--- src/rtl/calc_key_sequencer.sv ---
// rtl/calc_key_sequencer.sv - scan-code driven calculator sequencer with ALU req/ack handshake
// Optional build macro SIGNED_ENTRY_EN: leading '-' toggles the sign of the operand being entered.
module calc_key_sequencer #(
  parameter int W          = 32,
  parameter int MAX_DIGITS = 4,
  parameter int TIMEOUT    = 1024
) (
  input  logic         clk,
  input  logic         rst,
  input  logic         rx_valid,
  input  logic [7:0]   rx_byte,
  output logic         alu_req,
  output logic [1:0]   alu_op,
  output logic [W-1:0] alu_a,
  output logic [W-1:0] alu_b,
  input  logic         alu_ack,
  input  logic [W-1:0] alu_result,
  input  logic         alu_err,
  output logic [W-1:0] disp_value,
  output logic         disp_is_result,
  output logic         err,
  output logic         busy
);

  localparam int CW = $clog2(MAX_DIGITS + 1);
  localparam int TW = $clog2(TIMEOUT + 1);

  typedef enum logic [2:0] {S_A, S_B, S_ISSUE, S_SHOW, S_ERR} state_t;

  state_t         state;
  logic [W-1:0]   a, b;
  logic [CW-1:0]  cnt;
  logic [1:0]     op, pending_op;
  logic           chain, brk, ext, sign_a, sign_b;
  logic [TW-1:0]  timer;

  logic           is_digit, is_op, is_enter, is_esc, is_bksp;
  logic [3:0]     digit;
  logic [1:0]     key_op;
  logic           is_prefix, key_ev, minus_toggle, op_key, room;
  logic [W-1:0]   a_next, b_next;

  function automatic logic [W-1:0] signed_val(input logic s, input logic [W-1:0] v);
    return s ? -v : v;
  endfunction

  always_comb begin
    is_digit = 1'b0;
    digit    = 4'd0;
    is_op    = 1'b0;
    key_op   = 2'b00;
    is_enter = 1'b0;
    is_esc   = 1'b0;
    is_bksp  = 1'b0;
    case (rx_byte)
      8'h70: begin is_digit = 1'b1; digit = 4'd0; end
      8'h69: begin is_digit = 1'b1; digit = 4'd1; end
      8'h72: begin is_digit = 1'b1; digit = 4'd2; end
      8'h7A: begin is_digit = 1'b1; digit = 4'd3; end
      8'h6B: begin is_digit = 1'b1; digit = 4'd4; end
      8'h73: begin is_digit = 1'b1; digit = 4'd5; end
      8'h74: begin is_digit = 1'b1; digit = 4'd6; end
      8'h6C: begin is_digit = 1'b1; digit = 4'd7; end
      8'h75: begin is_digit = 1'b1; digit = 4'd8; end
      8'h7D: begin is_digit = 1'b1; digit = 4'd9; end
      8'h79: begin is_op = 1'b1; key_op = 2'b00; end
      8'h7B: begin is_op = 1'b1; key_op = 2'b01; end
      8'h7C: begin is_op = 1'b1; key_op = 2'b10; end
      8'h4A: begin is_op = ext; key_op = 2'b11; end
      8'h5A: is_enter = 1'b1;
      8'h76: is_esc = 1'b1;
      8'h66: is_bksp = 1'b1;
      default: ;
    endcase
  end

  assign is_prefix = (rx_byte == 8'hF0) || (rx_byte == 8'hE0);
  assign key_ev    = rx_valid && !is_prefix && !brk;
  assign room      = cnt < CW'(MAX_DIGITS);
  assign a_next    = a * W'(10) + W'(digit);
  assign b_next    = b * W'(10) + W'(digit);

`ifdef SIGNED_ENTRY_EN
  assign minus_toggle = is_op && (key_op == 2'b01) && (cnt == '0) &&
                        ((state == S_A) || (state == S_B));
`else
  assign minus_toggle = 1'b0;
`endif
  assign op_key = is_op && !minus_toggle;

  always_ff @(posedge clk or negedge rst) begin
    if (!rst) begin
      state <= S_A;  a <= '0;  b <= '0;  cnt <= '0;
      op <= 2'b00;  pending_op <= 2'b00;  chain <= 1'b0;
      brk <= 1'b0;  ext <= 1'b0;  sign_a <= 1'b0;  sign_b <= 1'b0;
      timer <= '0;  alu_req <= 1'b0;  alu_op <= 2'b00;  alu_a <= '0;  alu_b <= '0;
      disp_value <= '0;  disp_is_result <= 1'b0;  err <= 1'b0;  busy <= 1'b0;
    end else begin
      // The prefix filter runs in every state so a break byte seen while busy is still honoured.
      if (rx_valid) begin
        if (rx_byte == 8'hF0)      brk <= 1'b1;
        else if (rx_byte == 8'hE0) ext <= 1'b1;
        else begin brk <= 1'b0; ext <= 1'b0; end
      end

      if (key_ev && is_esc && state != S_ISSUE) begin
        state <= S_A;  a <= '0;  b <= '0;  cnt <= '0;
        sign_a <= 1'b0;  sign_b <= 1'b0;
        err <= 1'b0;  disp_value <= '0;  disp_is_result <= 1'b0;
      end else begin
        case (state)
          S_A: if (key_ev) begin
            if (is_digit && room) begin
              a <= a_next;  cnt <= cnt + CW'(1);
              disp_value <= signed_val(sign_a, a_next);  disp_is_result <= 1'b0;
            end else if (is_bksp) begin
              a <= '0;  cnt <= '0;  sign_a <= 1'b0;
              disp_value <= '0;  disp_is_result <= 1'b0;
            end else if (minus_toggle) begin
              sign_a <= ~sign_a;
            end else if (op_key) begin
              op <= key_op;  b <= '0;  cnt <= '0;  sign_b <= 1'b0;  state <= S_B;
            end else if (is_enter) begin
              disp_value <= signed_val(sign_a, a);  disp_is_result <= 1'b0;
            end
          end
          S_B: if (key_ev) begin
            if (is_digit && room) begin
              b <= b_next;  cnt <= cnt + CW'(1);
              disp_value <= signed_val(sign_b, b_next);  disp_is_result <= 1'b0;
            end else if (is_bksp) begin
              b <= '0;  cnt <= '0;  sign_b <= 1'b0;
              disp_value <= '0;  disp_is_result <= 1'b0;
            end else if (minus_toggle) begin
              sign_b <= ~sign_b;
            end else if (op_key && cnt == '0) begin
              op <= key_op;
            end else if ((op_key || is_enter) && cnt != '0) begin
              // Operands are committed here so they are stable a cycle before alu_req rises.
              alu_a <= signed_val(sign_a, a);  alu_b <= signed_val(sign_b, b);
              alu_op <= op;  chain <= op_key;  pending_op <= key_op;
              busy <= 1'b1;  state <= S_ISSUE;
            end
          end
          S_ISSUE: begin
            if (!alu_req) begin
              alu_req <= 1'b1;  timer <= '0;
            end else if (alu_ack) begin
              alu_req <= 1'b0;  busy <= 1'b0;
              if (alu_err) begin
                state <= S_ERR;  err <= 1'b1;  disp_value <= '0;  disp_is_result <= 1'b0;
              end else begin
                a <= alu_result;  sign_a <= 1'b0;
                disp_value <= alu_result;  disp_is_result <= 1'b1;
                if (chain) begin
                  op <= pending_op;  b <= '0;  cnt <= '0;  sign_b <= 1'b0;  state <= S_B;
                end else begin
                  state <= S_SHOW;
                end
              end
            end else if (timer == TW'(TIMEOUT - 1)) begin
              alu_req <= 1'b0;  busy <= 1'b0;  state <= S_ERR;
              err <= 1'b1;  disp_value <= '0;  disp_is_result <= 1'b0;
            end else begin
              timer <= timer + TW'(1);
            end
          end
          S_SHOW: if (key_ev) begin
            if (is_digit) begin
              a <= W'(digit);  cnt <= CW'(1);  sign_a <= 1'b0;
              disp_value <= W'(digit);  disp_is_result <= 1'b0;  state <= S_A;
            end else if (is_op) begin
              op <= key_op;  b <= '0;  cnt <= '0;  sign_b <= 1'b0;  state <= S_B;
            end
          end
          default: ;
        endcase
      end
    end
  end

endmodule

--- config.mk ---
export PLATFORM = sky130hd
export DESIGN_NAME = calc_key_sequencer
export DESIGN_NICKNAME = d
export VERILOG_FILES = /design/src/rtl/calc_key_sequencer.sv
export SDC_FILE = /design/constraint.sdc
export NUM_CORES = 1
export LEC_CHECK = 0
export CAP_MARGIN = 20
export CORE_ASPECT_RATIO = 0.75
export CORE_UTILIZATION = 55
export DETAILED_ROUTE_END_ITERATION = 7
export PLACE_DENSITY = 0.78
export SLEW_MARGIN = 20
export SYNTH_ARGS = -nofsm -noshare
export SYNTH_HDL_FRONTEND = slang
export SYNTH_SLANG_ARGS = --single-unit
--- constraint.sdc ---
create_clock -name clk -period 4.75 [get_ports clk]
set_input_delay 0.475 -clock clk [delete_from_list [all_inputs] [get_ports clk]]
set_output_delay 0.475 -clock clk [all_outputs]
set_load 0.03 [all_outputs]
==> metrics.txt, run 1 <==
most instantiated cells after synthesis 199 x sky130_fd_sc_hd__nand2_1, 190 x sky130_fd_sc_hd__dfrtp_1, 133 x sky130_fd_sc_hd__a21oi_1; width of the die 189.2 um; Mean Syn Cell Area 8.923 um^2; transition time at the pin with the least slew margin 1112 ps; gr ovfl total 0; number of hold violations in the final report 0; FP Rows 50; post-synth design cell area 14460 um^2; via count of the first global-routing pass 12840; root buffer selected by CTS sky130_fd_sc_hd__clkbuf_16; Worst setup SP type register; Critical R2R Launch a[1]; worst-path cell with the longest stage delay sky130_fd_sc_hd__or4_1; power density normalized to cell area 387.2 nW/um^2; endpoint required time on the critical path 5090 ps; clock transition at the registers of the reported paths 70 ps; R2R depth 14; start-to-end type of the worst setup path register to register; I/O pins 147; Peak VDD IR 0.3312 mV; detailed-placement wirelength estimate 33100 um; post-CTS setup repair buffer count 0; setup repair after global routing missed its margin no; reg-to-reg critical path endpoint disp_value[30]; Net Count, Synth 1788; number of hold buffers added after cts 0; minimum setup slack among reg-to-reg paths 290 ps; Synth Register Bits 190; Sink Count 190; Slew Viols, Final 0; number of enable flip-flop cells after synthesis 0; Residual DRC 0; worst path buffer plus inverter count 0; total via count in the routed design 13499; maximum clock insertion buffer count 2; final RePlAce weighted congestion 0.9943; drt initial violations 1361; share of the clock period used by the worst path 93.94%; kind of cell adding the most delay to the critical path compound AO/OA/AOI/OAI gates; Min Clock Period, post-route 4462 ps; number of max-cap violations 0; Worst Setup End Kind register; # H-tree levels 4; distinct cell type count after synthesis 90; sequential-to-total area share from yosys stat 32.89%; cells taking the most area after synthesis sky130_fd_sc_hd__dfrtp_1 33%, sky130_fd_sc_hd__ha_1 10%, sky130_fd_sc_hd__mux2_2 5.6%, sky130_fd_sc_hd__nand2_1 5.2%, sky130_fd_sc_hd__a21oi_1 4.6%; outcome completed; worst-skew pair later-pin latency 450 ps; IO Port Bufs 146; main flop type after synthesis sky130_fd_sc_hd__dfrtp_1; die area 26940 um^2; Post-Syn Instances 1620; number of antenna cells inserted 0; first-pass GRT wire length 69970 um; net total in the final layout 1910; final standard cell area without fillers 16970 um^2; Starting Density 56.91%; die outline height 142.4 um; highest fanout seen on the critical path 5; Layout Skew 9.781 ps; Via density 6.450; most used standard cell by instance count after synthesis sky130_fd_sc_hd__nand2_1; setup TNS 0 ps; number of antenna violations at the first check in global routing 1; final antenna-violating net count 0; global-route usage over all layers 33.16%; Arr. time, crit path 4810 ps; final routed wirelength across all metal layers 43510 um; area grow syn2layout 17.39%; delay contributed by the slowest stage of the critical path 570 ps; post-synth top area cell sky130_fd_sc_hd__dfrtp_1; Synth top area share 32.89%; Critical Path, Cell by Cell ha_1 > ha_1 > fa_1 > a21o_1 > a311o_1 > a211oi_2 > o21bai_1 > xnor2_1 > or4_1 > nor3_1 > nand4_1 > xnor2_1 > o21ai_0 > a22o_1; kind of path behind the tightest hold check input pin to async pin; instance area at placement 16350 um^2; number of warnings printed during yosys synthesis 0; pin count of the biggest net entering global routing 110; Util after Layout 66.81%; fraction of registers with async set or reset after synthesis 100.0%; average routed wire per standard cell 20.79 um; Leakage 7.719 nW; Overall Power 6.571 mW; post-CTS resize count 0; proportion of layout cells with a drive suffix above 1 10.88%; CTS buffer count 17; final setup violation count 0; Max-slew headroom 25.86%; Highest Clock Rate 224.1 MHz; core outline area 25400 um^2; clock tree from TritonCTS done; Detailed Routing Iterations Pass 1 8
-- per-layer routing --
| metal | global-route usage (%) | vias to the layer above | routed length (um) |
|---|---|---|---|
| li1 | - | 6283 | - |
| met1 | 46.90 | 6455 | 19540 |
| met2 | 51.12 | 650 | 18950 |
| met3 | 6.016 | 111 | 3651 |
| met4 | 11.16 | 0 | 1368 |
| met5 | 0 | - | 0 |
-- sequential cells by signal, summed over array words and instances (netlist names), 2 cells and up --
name and cells:
a 32, disp_value 32, pending_op 2, alu_b 32
state 3, alu_op 2, b 32, alu_a 32
timer 11, op 2, cnt 3
-- worst register-to-register path, stage by stage, from the launching register on --
cell and delay (ps):
sky130_fd_sc_hd__dfrtp_1 430, sky130_fd_sc_hd__ha_1 310, sky130_fd_sc_hd__ha_1 230, sky130_fd_sc_hd__fa_1 410
sky130_fd_sc_hd__a21o_1 220, sky130_fd_sc_hd__a311o_1 440, sky130_fd_sc_hd__a211oi_2 370, sky130_fd_sc_hd__o21bai_1 180
sky130_fd_sc_hd__xnor2_1 230, sky130_fd_sc_hd__or4_1 570, sky130_fd_sc_hd__nor3_1 240, sky130_fd_sc_hd__nand4_1 150
sky130_fd_sc_hd__xnor2_1 240, sky130_fd_sc_hd__o21ai_0 110, sky130_fd_sc_hd__a22o_1 240
-- per-stage QoR --
step                cells  hold slack (ps)  setup slack, ps
finish               2093            126.4            287.9
global route         2093            187.8            35.14
CTS                  2093            169.6            318.7
detailed placement   2061            484.5            245.1
global placement     2061            470.1            411.4
floorplan            1620            179.4            816.1
-- cell usage in the layout (no fill, tap or decap), types with 22 or more instances in the layout --
cell,instances
sky130_fd_sc_hd__xnor2_1,60
sky130_fd_sc_hd__inv_1,22
sky130_fd_sc_hd__nand3_1,36
sky130_fd_sc_hd__clkdlybuf4s50_1,145
sky130_fd_sc_hd__buf_4,36
sky130_fd_sc_hd__o21ai_0,119
sky130_fd_sc_hd__ha_1,119
sky130_fd_sc_hd__nand4_1,22
sky130_fd_sc_hd__nor3_1,29
sky130_fd_sc_hd__nand2_1,199
sky130_fd_sc_hd__mux2_2,72
sky130_fd_sc_hd__dfrtp_1,190
sky130_fd_sc_hd__a21oi_1,133
sky130_fd_sc_hd__nor2_1,103
sky130_fd_sc_hd__xor2_1,44
-- worst max path at each step --
stage | start | cells after the start | endpoint | slack, ps
floorplan | a[1] | 14 | disp_value[30] | 820
global placement | rx_byte[3] | 22 | disp_value[19] | 410
detailed placement | rx_byte[3] | 20 | disp_value[30] | 250
CTS | a[1] | 14 | disp_value[30] | 320
global route | a[1] | 14 | a[28] | 40
finish | a[1] | 14 | disp_value[30] | 290
-- cell type report --
class                      count  area (um^2)
clock buffer                  20        466.7
clock inverter                12        156.4
fill                        2073         8431
inverter                      22        82.58
multi-input combinational   1327         9310
sequential                   190         4755
tap                          338        422.9
timing repair buffer         184         1775
-- power breakdown --
group | leakage [nW] | switching, mW | internal, mW
Combinational | 4.80 | 1.78 | 1.07
Sequential | 2.61 | 0.339 | 1.83
Clock | 0.307 | 0.678 | 0.875
-- logic make-up (layout without fill, tap and decap cells) --
kind of cell	after synthesis	count (layout)	synth area share (%)
simple gates	525	525	17.87
buf+inv	103	238	2.934
flops	190	190	32.89
fa+ha+maj	123	123	10.85
mux	75	75	5.817
compound gates	500	500	23.34
xor+xnor	104	104	6.301
No activity file was read; power rests on OpenSTA's default activity.
==> run 2: changes to the inputs <==
--- a/config.mk
+++ b/config.mk
@@ -5,11 +5,13 @@
 export SDC_FILE = /design/constraint.sdc
 export NUM_CORES = 1
 export LEC_CHECK = 0
+export ABC_AREA = 1
+export ABC_CLOCK_PERIOD_IN_PS = 4750
 export CAP_MARGIN = 20
 export CORE_ASPECT_RATIO = 0.75
 export CORE_UTILIZATION = 55
 export DETAILED_ROUTE_END_ITERATION = 7
-export PLACE_DENSITY = 0.78
+export PLACE_DENSITY = 0.77
 export SLEW_MARGIN = 20
 export SYNTH_ARGS = -nofsm -noshare
 export SYNTH_HDL_FRONTEND = slang
==> metrics.txt, run 2 <==
global-route usage over all layers 39.67% (+6.5 points); multiplexer share of the synthesized area 1.045% (-4.8 points); Post-Syn Instances 2425 (+50%); number of antenna violations at the first check in global routing 0 (-1); width of the die 197.7 um (+4.5%); start-to-end type of the worst setup path input pin to register; final antenna-violating net count 0 (unchanged); post-synth top area cell sky130_fd_sc_hd__dfrtp_1; Peak VDD IR 0.3914 mV (+18%); routing usage on met1 53.96% (+7.1 points); Flop pwr share 26.4% (-6.6 points); final instance count without filler cells 2953 (+41%); switching component of the power 5.258 mW (+88%); core outline area 28120 um^2 (+11%); power density normalized to cell area 555.5 nW/um^2 (+43%); number of hold violations in the final report 0 (unchanged); Mean Syn Cell Area 6.517 um^2 (-27%); most frequent cells in the layout 813 x sky130_fd_sc_hd__nand2_1, 349 x sky130_fd_sc_hd__inv_1, 197 x sky130_fd_sc_hd__nand3_1, 190 x sky130_fd_sc_hd__dfrtp_1, 179 x sky130_fd_sc_hd__nor2_1; XOR/XNOR Fraction of Synth Area 0.7759% (-5.5 points); endpoint required time on the critical path 5140 ps (+50 ps); Logic pwr share 58.8% (+15 points); highest-utilization routing layer at the global route stage met2; fraction of power spent switching nets 51.92% (+9.4 points); # H-tree levels 4 (unchanged); Layout Skew 12.62 ps (+2.838 ps); met3 track demand over resource in global routing 10.04% (+4.0 points); number of warnings printed during yosys synthesis 0 (unchanged); worst-skew pair later-pin latency 470 ps (+20 ps); Worst setup SP type input pin; post-synth design cell area 15800 um^2 (+9.3%); die outline height 148.8 um (+4.5%); IO Port Bufs 146 (unchanged); Starting Density 56.20% (-0.71 points); Cell Count Post-Placement 2921 (+42%); area used by multi-input combinational logic 9420 um^2 (+1.2%); share of the clock period used by the worst path 90.10% (-3.8 points); Highest Clock Rate 233.7 MHz (+4.3%); Synth top area share 30.09% (-2.8 points); Synth Register Bits 190 (unchanged); CTS buffer count 17 (unchanged); total via count in the routed design 17118 (+27%); I/O pins 147 (unchanged); number of enable flip-flop cells after synthesis 0 (unchanged); most instantiated cells after synthesis 814 x sky130_fd_sc_hd__nand2_1, 349 x sky130_fd_sc_hd__inv_1, 197 x sky130_fd_sc_hd__nand3_1; fraction of registers with async set or reset after synthesis 100.0% (unchanged); final routed wirelength across all metal layers 57320 um (+32%); post-CTS setup repair buffer count 0 (unchanged); proportion of layout cells with a drive suffix above 1 4.751% (-6.1 points); net total in the final layout 2723 (+43%); distinct cell type count after synthesis 53 (-41%); Worst Setup End Kind register; gr ovfl total 0 (unchanged); maximum clock insertion buffer count 2 (unchanged); cells taking the most area after synthesis sky130_fd_sc_hd__dfrtp_1 30%, sky130_fd_sc_hd__nand2_1 19%, sky130_fd_sc_hd__ha_1 9.4%, sky130_fd_sc_hd__inv_1 8.3%, sky130_fd_sc_hd__nand3_1 6.2%; most used standard cell by instance count after synthesis sky130_fd_sc_hd__nand2_1; via count of the first global-routing pass 15833 (+23%); worst hold slack 112.5 ps (-13.91 ps); GR met2 Demand/Resource 60.90% (+9.8 points); root buffer selected by CTS sky130_fd_sc_hd__clkbuf_16; number of antenna cells inserted 0 (unchanged); area grow syn2layout 15.37%; main combinational cell family by area after synthesis simple AND/OR/NAND/NOR gates; detailed-placement wirelength estimate 44870 um (+36%); share of the synthesized area in compound gates (AO/OA/AOI/OAI) 12.05% (-11 points); die area 29420 um^2 (+9.2%); clock tree from TritonCTS done; Slew Viols, Final 0 (unchanged); main flop type after synthesis sky130_fd_sc_hd__dfrtp_1; Max-slew headroom 39.71% (+14 points); sequential-to-total area share from yosys stat 30.09% (-2.8 points); clock power share 14.8% (-8.8 points); number of max-cap violations 0 (unchanged); fraction of the mapped netlist area in adder cells 9.929% (-0.93 points); setup TNS 0 ps (unchanged); most common library cell in the layout ignoring fill and taps sky130_fd_sc_hd__nand2_1; highest fanout seen on the critical path 7 (+2); Leakage 9.567 nW (+24%); Arr. time, crit path 4660 ps (-150 ps); outcome completed; Via density 5.797 (-10%); Residual DRC 0 (unchanged); Internal 4.870 mW (+29%); final-layout fill cell count 2577 (+24%); transition time at the pin with the least slew margin 904.3 ps (-207.8 ps); basic-gate share of the synthesized area counting and, or, nand and nor cells 35.72% (+18 points); Min Clock Period, post-route 4280 ps (-182.6 ps); Net Count, Synth 2593 (+45%); average routed wire per standard cell 19.41 um (-6.6%); final setup violation count 0 (unchanged); FF/Latch Area 4755 um^2 (unchanged); number of hold buffers added after cts 0 (unchanged); first-pass GRT wire length 88520 um (+27%); pin count of the biggest net entering global routing 110 (unchanged); clock transition at the registers of the reported paths 80 ps (about the same); final RePlAce weighted congestion 0.9950 (about the same); setup repair after global routing missed its margin no; kind of path behind the tightest hold check input pin to async pin; FP Rows 53 (+6.0%); post-CTS resize count 0 (unchanged); Sink Count 190 (unchanged); drt initial violations 1975 (+45%); Detailed Routing Iterations Pass 1 7 (-1)
-- run 2: path summary, 6_finish.rpt --
check / slack, ps / endpoint / cells past startpoint / start
worst max-delay path: 470 / a[25] / 26 / rx_byte[5]
worst max register to register: 820 / disp_value[24] / 22 / b[3]
max in group asynchronous: 3490 / alu_a[27] / 2 / rst
min in group clk: 480 / alu_b[2] / 2 / alu_b[2]
worst min register to register: 480 / alu_b[2] / 2 / alu_b[2]
worst min-delay path: 110 / alu_b[21] / 1 / rst
-- run 2: cell type report --
class,count,share of cell area [%]
repair buffers,166,8.929
clock inverters,14,0.7961
clock buffers,18,2.409
inverters,363,7.474
well taps,385,2.642
flip-flops and latches,190,26.08
multi-input cells,1817,51.67
-- run 2: critical path, cell delays in order --
cell and delay (ps):
sky130_fd_sc_hd__clkdlybuf4s50_1 630, sky130_fd_sc_hd__nand4_4 200, sky130_fd_sc_hd__inv_2 140, sky130_fd_sc_hd__nand3_1 70
sky130_fd_sc_hd__nand2_1 130, sky130_fd_sc_hd__or2_2 210, sky130_fd_sc_hd__ha_1 210, sky130_fd_sc_hd__inv_1 70
sky130_fd_sc_hd__fa_1 370, sky130_fd_sc_hd__inv_1 70, sky130_fd_sc_hd__nand2_1 60, sky130_fd_sc_hd__a21oi_1 220
sky130_fd_sc_hd__nand2_1 80, sky130_fd_sc_hd__nor2_1 120, sky130_fd_sc_hd__nand2_1 90, sky130_fd_sc_hd__nor2_1 140
sky130_fd_sc_hd__nand3_1 190, sky130_fd_sc_hd__nor2_2 300, sky130_fd_sc_hd__nand3_1 150, sky130_fd_sc_hd__nor2_2 190
sky130_fd_sc_hd__nand2_1 90, sky130_fd_sc_hd__nand2_1 80, sky130_fd_sc_hd__nand3_1 100, sky130_fd_sc_hd__nand2_1 80
sky130_fd_sc_hd__nand3_1 60, sky130_fd_sc_hd__o21ai_1 100
-- run 2: metrics by stage --
step                worst slack, ps  total power [mW]  utilization [%]  instance area, um^2
finish                        470.4             10.13            64.84                18230
global route                  170.1             10.78            64.84                18230
CTS                           579.0             10.00            64.84                18230
detailed placement            105.4             8.478            62.76                17650
global placement              293.4             8.376            62.76                17650
floorplan                      1352             6.436                -                15800
-- run 2: power by group through the flow --
stage               sequential, mW  clock, mW  combinational [mW]
finish                        2.68       1.50                5.95
detailed placement            2.67          0                5.81
floorplan                     3.07          0                3.37
global placement              2.67          0                5.71
global route                  2.73       1.55                6.50
CTS                           2.66       1.49                5.85
-- run 2: kinds of logic after synthesis --
logic type	count (synthesis)
multiplexers	11
XOR/XNOR	14
AND/OR/NAND/NOR	1325
adder cells (fa/ha/maj)	123
flip-flops	190
buffers and inverters	418
AO/OA/AOI/OAI	344
-- run 2: routing by layer --
metal	up-vias	part of all wire (%)
li1	8116	-
met1	7879	42
met2	968	43
met3	155	11
met4	0	3.8
met5	-	0
